## src/rtl/wts_i2s_transmitter_if.sv

```systemverilog
// ============================================================================
// Module      : wts_i2s_transmitter_if
// Description : Bus bundle between the mixer/DAC side and the I2S transmitter.
//               Optional macro WTS_I2S_MUTE_EN adds the 'mute' signal.
// Revision    : 1.0 - initial release
// ============================================================================
`default_nettype none

interface wts_i2s_transmitter_if;
    logic        enable;
    logic [11:0] left_in;
    logic [11:0] right_in;
`ifdef WTS_I2S_MUTE_EN
    logic        mute;
`endif
    logic        sample_strobe;
    logic        i2s_bclk;
    logic        i2s_lrck;
    logic        i2s_sdata;

    // Driver side: supplies samples and control, observes the serial stream
    modport master (
`ifdef WTS_I2S_MUTE_EN
        output mute,
`endif
        output enable,
        output left_in,
        output right_in,
        input  sample_strobe,
        input  i2s_bclk,
        input  i2s_lrck,
        input  i2s_sdata
    );

    // Transmitter side
    modport slave (
`ifdef WTS_I2S_MUTE_EN
        input  mute,
`endif
        input  enable,
        input  left_in,
        input  right_in,
        output sample_strobe,
        output i2s_bclk,
        output i2s_lrck,
        output i2s_sdata
    );
endinterface

`default_nettype wire

```

## src/rtl/wts_i2s_transmitter.sv

```systemverilog
// ============================================================================
// Module      : wts_i2s_transmitter
// Description : Serialises the mixer's 12-bit offset-binary left/right samples
//               as a 64-BCLK-per-frame I2S stream (16-bit two's complement,
//               MSB first, one-bit delay after LRCK). All outputs registered.
//               Optional macro WTS_I2S_MUTE_EN: adds 'mute', sampled only at
//               latch points, which loads silence into both holding words.
// Revision    : 1.0 - initial release
// ============================================================================
`default_nettype none

module wts_i2s_transmitter #(
    parameter int BCLK_DIV = 4   // clk cycles per BCLK half-period, >= 2
) (
    input  wire logic               clk,
    input  wire logic               nreset,
    wts_i2s_transmitter_if.slave    bus
);

    localparam int DIV_W = $clog2(BCLK_DIV);

    typedef enum logic [1:0] {
        S_IDLE = 2'd0,
        S_LOAD = 2'd1,
        S_RUN  = 2'd2
    } state_t;

    state_t             r_state;
    logic [DIV_W-1:0]   r_div_cnt;
    logic [5:0]         r_bit_cnt;
    logic [15:0]        r_left;
    logic [15:0]        r_right;
    logic               r_bclk;
    logic               r_lrck;
    logic               r_sdata;
    logic               r_strobe;

    logic               w_mute;
    logic               w_div_tc;
    logic [5:0]         w_bit_next;
    logic [15:0]        w_left_word;
    logic [15:0]        w_right_word;
    logic               w_slot_bit;

`ifdef WTS_I2S_MUTE_EN
    assign w_mute = bus.mute;
`else
    assign w_mute = 1'b0;
`endif

    assign w_div_tc   = (r_div_cnt == DIV_W'(BCLK_DIV - 1));
    assign w_bit_next = r_bit_cnt + 6'd1;

    // Offset binary to two's complement: flip the sign bit, left-justify
    assign w_left_word  = w_mute ? 16'h0000 : {~bus.left_in[11],  bus.left_in[10:0],  4'b0000};
    assign w_right_word = w_mute ? 16'h0000 : {~bus.right_in[11], bus.right_in[10:0], 4'b0000};

    // Data for the slot being entered: the current count equals the new slot
    // minus one, so counts 0..15 carry left bits 15..0 and 32..47 carry right
    always_comb begin
        w_slot_bit = 1'b0;
        case (r_bit_cnt[5:4])
            2'b00:   w_slot_bit = r_left[~r_bit_cnt[3:0]];
            2'b10:   w_slot_bit = r_right[~r_bit_cnt[3:0]];
            default: w_slot_bit = 1'b0;
        endcase
    end

    // Framing FSM with divider, bit counter, holding registers and outputs
    always_ff @(posedge clk or negedge nreset) begin
        if (!nreset) begin
            r_state   <= S_IDLE;
            r_div_cnt <= '0;
            r_bit_cnt <= '0;
            r_left    <= '0;
            r_right   <= '0;
            r_bclk    <= 1'b0;
            r_lrck    <= 1'b0;
            r_sdata   <= 1'b0;
            r_strobe  <= 1'b0;
        end else if (!bus.enable) begin
            // Abort immediately; no attempt to finish the frame
            r_state   <= S_IDLE;
            r_div_cnt <= '0;
            r_bit_cnt <= '0;
            r_left    <= '0;
            r_right   <= '0;
            r_bclk    <= 1'b0;
            r_lrck    <= 1'b0;
            r_sdata   <= 1'b0;
            r_strobe  <= 1'b0;
        end else begin
            case (r_state)
                S_IDLE: begin
                    // Entering LOAD: capture fresh samples, strobe is high during LOAD
                    r_state   <= S_LOAD;
                    r_left    <= w_left_word;
                    r_right   <= w_right_word;
                    r_strobe  <= 1'b1;
                    r_bit_cnt <= '0;
                    r_div_cnt <= '0;
                    r_bclk    <= 1'b0;
                    r_lrck    <= 1'b0;
                    r_sdata   <= 1'b0;
                end
                S_LOAD, S_RUN: begin
                    r_state  <= S_RUN;
                    r_strobe <= 1'b0;
                    if (w_div_tc) begin
                        r_div_cnt <= '0;
                        r_bclk    <= ~r_bclk;
                        // BCLK falling edge: advance slot, LRCK and SDATA together
                        if (r_bclk) begin
                            r_bit_cnt <= w_bit_next;
                            r_lrck    <= w_bit_next[5];
                            r_sdata   <= w_slot_bit;
                            if (r_bit_cnt == 6'd63) begin
                                r_left   <= w_left_word;
                                r_right  <= w_right_word;
                                r_strobe <= 1'b1;
                            end
                        end
                    end else begin
                        r_div_cnt <= r_div_cnt + DIV_W'(1);
                    end
                end
                default: begin
                    r_state <= S_IDLE;
                end
            endcase
        end
    end

    assign bus.sample_strobe = r_strobe;
    assign bus.i2s_bclk      = r_bclk;
    assign bus.i2s_lrck      = r_lrck;
    assign bus.i2s_sdata     = r_sdata;

endmodule

`default_nettype wire

```

## src/flat_wrapper.sv

```systemverilog
// flat-port wrapper written by rule: the top's interface ports become plain ports
module wts_i2s_transmitter_flat 
#(
    parameter int BCLK_DIV = 4                                           
)
  (clk, nreset, bus_enable, bus_left_in, bus_right_in, bus_sample_strobe, bus_i2s_bclk, bus_i2s_lrck, bus_i2s_sdata);
  wts_i2s_transmitter_if bus_i ();
  input  wire logic clk;
  input  wire logic nreset;
  input wire logic [$bits(bus_i.enable)-1:0] bus_enable;
  input wire logic [$bits(bus_i.left_in)-1:0] bus_left_in;
  input wire logic [$bits(bus_i.right_in)-1:0] bus_right_in;
  output wire logic [$bits(bus_i.sample_strobe)-1:0] bus_sample_strobe;
  output wire logic [$bits(bus_i.i2s_bclk)-1:0] bus_i2s_bclk;
  output wire logic [$bits(bus_i.i2s_lrck)-1:0] bus_i2s_lrck;
  output wire logic [$bits(bus_i.i2s_sdata)-1:0] bus_i2s_sdata;
  assign bus_i.enable = bus_enable;
  assign bus_i.left_in = bus_left_in;
  assign bus_i.right_in = bus_right_in;
  assign bus_sample_strobe = bus_i.sample_strobe;
  assign bus_i2s_bclk = bus_i.i2s_bclk;
  assign bus_i2s_lrck = bus_i.i2s_lrck;
  assign bus_i2s_sdata = bus_i.i2s_sdata;
  wts_i2s_transmitter #(.BCLK_DIV(BCLK_DIV)) u_core (.clk(clk), .nreset(nreset), .bus(bus_i));
endmodule
```

## config.mk

```make
export PLATFORM = sky130hd
export DESIGN_NAME = wts_i2s_transmitter_flat
export DESIGN_NICKNAME = d
export VERILOG_FILES = /design/src/rtl/wts_i2s_transmitter_if.sv /design/src/rtl/wts_i2s_transmitter.sv /design/src/flat_wrapper.sv
export SDC_FILE = /design/constraint.sdc
export NUM_CORES = 1
export LEC_CHECK = 0
export CORE_ASPECT_RATIO = 0.5
export CORE_MARGIN = 2
export CORE_UTILIZATION = 52
export CTS_BUF_LIST = sky130_fd_sc_hd__clkbuf_8
export DETAILED_ROUTE_END_ITERATION = 10
export PLACE_DENSITY = 0.77
export SLEW_MARGIN = 20
export SYNTH_ARGS = -nofsm -noshare
export SYNTH_HDL_FRONTEND = slang
export SYNTH_SLANG_ARGS = --single-unit
```

## constraint.sdc

```tcl
create_clock -name clk -period 3.7 [get_ports clk]
set_input_delay 0.555 -clock clk [delete_from_list [all_inputs] [get_ports clk]]
set_output_delay 0.555 -clock clk [all_outputs]
set_load 0.01 [all_outputs]
```

==> flow_metrics.tcl <==
set metrics [dict create \
    min_period_over_period_pct 66.9 \
    postCtsSetupBuffers 0 \
    fp.dieW_um 91.7 \
    drv_slew 0 \
    wirelength_mm 3.71 \
    syn_area_per_cell_um2 10.3 \
    worst_slack_ps 1220 \
    p_per_area_nw_per_um2 418 \
    critPathMaxStageDelay_ps 790 \
    leakage_nw 1.13 \
    initialDrtViolationCount 103 \
    mostFrequentLayoutCell "dfrtp_1" \
    worst-r2r-setup-slack_ps 1220 \
    cap_violations 0 \
    min_from "u_core.r_right[15]$_DFFE_PN0P_" \
    status "complete, no violations" \
    dp_cells 267 \
    start_util_pct 56.1 \
    synth_ff_type "dfrtp_1" \
    fmax_mhz 404 \
    slowest_stage "o21bai_4" \
    route.detailed.drc 0 \
    syn_to_final_growth_pct 19.1 \
    p_seq_share_pct 49.4 \
    ioPinCount 31 \
    hold_path.class "flip-flop to flip-flop" \
    layout_common_cells "37 x dfrtp_1, 30 x nand2_1, 30 x clkdlybuf4s50_1" \
    yosys_warnings 0 \
    grt_max_degree 38 \
    cts_sinks 37 \
    critical_path_class "flip-flop to flip-flop" \
    worstPathArrival_ps 2650 \
    grt_util_all_layers_pct 19.2 \
    netlist_instances 194 \
    pwr-share-clk_pct 26.9 \
    r2r_end "u_core.r_left[15]$_DFFE_PN0P_" \
    cts_buffers 5 \
    gp_congestion 0.868 \
    row_count 15 \
    synth_cell_types 40 \
    combPwrFrac_pct 23.6 \
    ys_seq_area_share_pct 46.3 \
    ir_drop_mv 0.199 \
    finalHoldViolCount 0 \
    io_buffers 30 \
    period_needed_ps 2480 \
    cts_resized 0 \
    clkLatencyLatePin_ps 280 \
    num_vias 1417 \
    p_int_mw 0.708 \
    cts_hold_buf 0 \
    holdPathStages 1 \
    worstPathCellList "inv_1 > ha_1 > nand3_1 > o21bai_4 > mux2_2" \
    grt_pass1_wl_mm 6.27 \
    r2r_cells 5 \
    switching_power_mw 0.288 \
    finalSetupViolCount 0 \
    layout-drive-gt1-share_pct 8.04 \
    switching_share_pct 28.9 \
    place_ws_ps 1220 \
    synth-async-reset-ratio_pct 100 \
    dieArea_um2 4390 \
    synth_area_um2 2000 \
    min_to "u_core.r_right[15]$_DFFE_PN0P_" \
    ctsLongestPathBuffers 2 \
    antenna_left 0 \
    relSlewSlack_pct 42.1 \
    reg2reg_from "u_core.r_state[0]$_DFF_PN0_" \
    final_cells 275 \
    start_kind "flip-flop" \
    power.total_mw 0.996 \
    crit_required_ps 3870 \
    cts_tree "built" \
    rsz0062_at_grt "false" \
    cts.clk_slew.worst_paths_ps 70 \
    synth_edf_count 0 \
    finalClockSkew_ps 5.03 \
    root_buffer "clkbuf_8" \
    critPathMaxFanout 24 \
    worst_slew_pin_slew_ps 866 \
    insertedDiodeCount 0 \
    synth-seq-cells 37 \
    nets 253 \
    gr-total-overflow 0 \
    firstDrtPassIters 4 \
    die_h_um 47.9 \
    syn_nets 224 \
    place_hpwl_mm 2.61 \
    crit_path_end_kind "flip-flop" \
    grt_pass1_vias 1323 \
    antenna_found_initial 0 \
    tns_ps 0 \
    core_area_um2 3570 \
    routed_via_density 5.15 \
    clock_tree.htree_level_count 2 \
    post_drt_wl_per_cell_um 13.5 \
]
-- power groups by stage --
stage	combinational (mW)	sequential [mW]	clock, mW
5_1_grt	0.261	0.499	0.299
4_1_cts	0.238	0.492	0.275
3_3_place_gp	0.230	0.497	0
3_5_place_dp	0.237	0.499	0
6_report	0.236	0.493	0.268
2_1_floorplan	0.190	0.489	0
-- per-layer routing --
metal | vias up | global-route usage, % | part of all wire, %
met5 | - | 0 | 0
met4 | 0 | 8.06 | 0.67
met3 | 4 | 5.83 | 4.9
met2 | 39 | 29.9 | 42
met1 | 671 | 26.0 | 52
li1 | 703 | - | -
-- synthesized netlist by cell type (2+ instances only) --
cell type	instances	area, um^2
a21oi_1	4	20.0
and2_1	3	18.8
buf_12	2	40.0
buf_2	4	20.0
clkbuf_1	4	15.0
dfrtp_1	37	926
ha_1	3	37.5
inv_1	25	93.8
mux2_2	3	33.8
mux2i_1	27	270
mux4_1	2	52.6
nand2_1	30	113
nand3_1	4	20.0
nand4_1	4	25.0
nor2_1	6	22.5
nor2b_1	7	43.8
nor3b_1	2	15.0
o21ai_0	3	15.0
xor2_1	3	26.3
-- sequential cells by signal, indices dropped and copies added (netlist names) --
| name | flops |
|---|---|
| u_core.r_right | 12 |
| u_core.bus.i2s_lrck | 1 |
| u_core.r_bit_cnt | 5 |
| u_core.bus.i2s_sdata | 1 |
| u_core.r_state | 2 |
| u_core.bus.i2s_bclk | 1 |
| u_core.bus.sample_strobe | 1 |
| u_core.r_div_cnt | 2 |
| u_core.r_left | 12 |
-- worst max-delay path by stage --
| stage | start | to | slack, ps | cells after the start |
|---|---|---|---|---|
| finish | u_core.r_state[0]$_DFF_PN0_ | u_core.r_left[15]$_DFFE_PN0P_ | 1220 | 5 |
| global route | u_core.r_state[1]$_DFF_PN0_ | u_core.r_right[15]$_DFFE_PN0P_ | 1070 | 5 |
| CTS | u_core.r_state[0]$_DFF_PN0_ | u_core.r_left[15]$_DFFE_PN0P_ | 1220 | 5 |
| detailed placement | u_core.r_state[0]$_DFF_PN0_ | u_core.r_left[15]$_DFFE_PN0P_ | 1220 | 5 |
| global placement | u_core.r_state[0]$_DFF_PN0_ | u_core.r_right[15]$_DFFE_PN0P_ | 1280 | 5 |
| floorplan | u_core.r_state[0]$_DFF_PN0_ | u_core.r_left[15]$_DFFE_PN0P_ | 2010 | 7 |
-- cell families (layout without fill, tap and decap cells) --
group | count (synthesis) | count (layout) | synth area share (%)
and+or+nand+nor | 65 | 65 | 16.2
DFF | 37 | 37 | 46.3
buffers and inverters | 36 | 66 | 9.01
muxes | 33 | 33 | 18.9
AOI/OAI and AO/OA | 16 | 16 | 5.94
xor gates and xnor gates | 4 | 4 | 1.75
adders and majority gates | 3 | 3 | 1.88
-- area by class of cell --
type	instances	area, um^2
flip-flops and latches	37	926
inverters	25	93.8
fillers	294	1180
clock inverters	3	13.8
clock buffers	5	68.8
multi-input cells	121	895
repair buffers	33	323
well taps	51	63.8
-- critical path: cells and delay by family (launching register included) --
kind	cells	cell delay, ps
multiplexers	1	410
AO/OA/AOI/OAI	1	790
buffers and inverters	1	40
adder cells (fa/ha/maj)	1	470
AND/OR/NAND/NOR	1	310
flip-flops	1	320
-- stage by stage --
step                hold slack [ps]  cell area [um^2]  util [%]
floorplan                       259              2000         -
detailed placement              497              2300      64.5
global route                    533              2380      66.8
CTS                             514              2380      66.8
finish                          516              2380      66.8
global placement                488              2300      64.5
No activity file was read; power rests on OpenSTA's default activity.
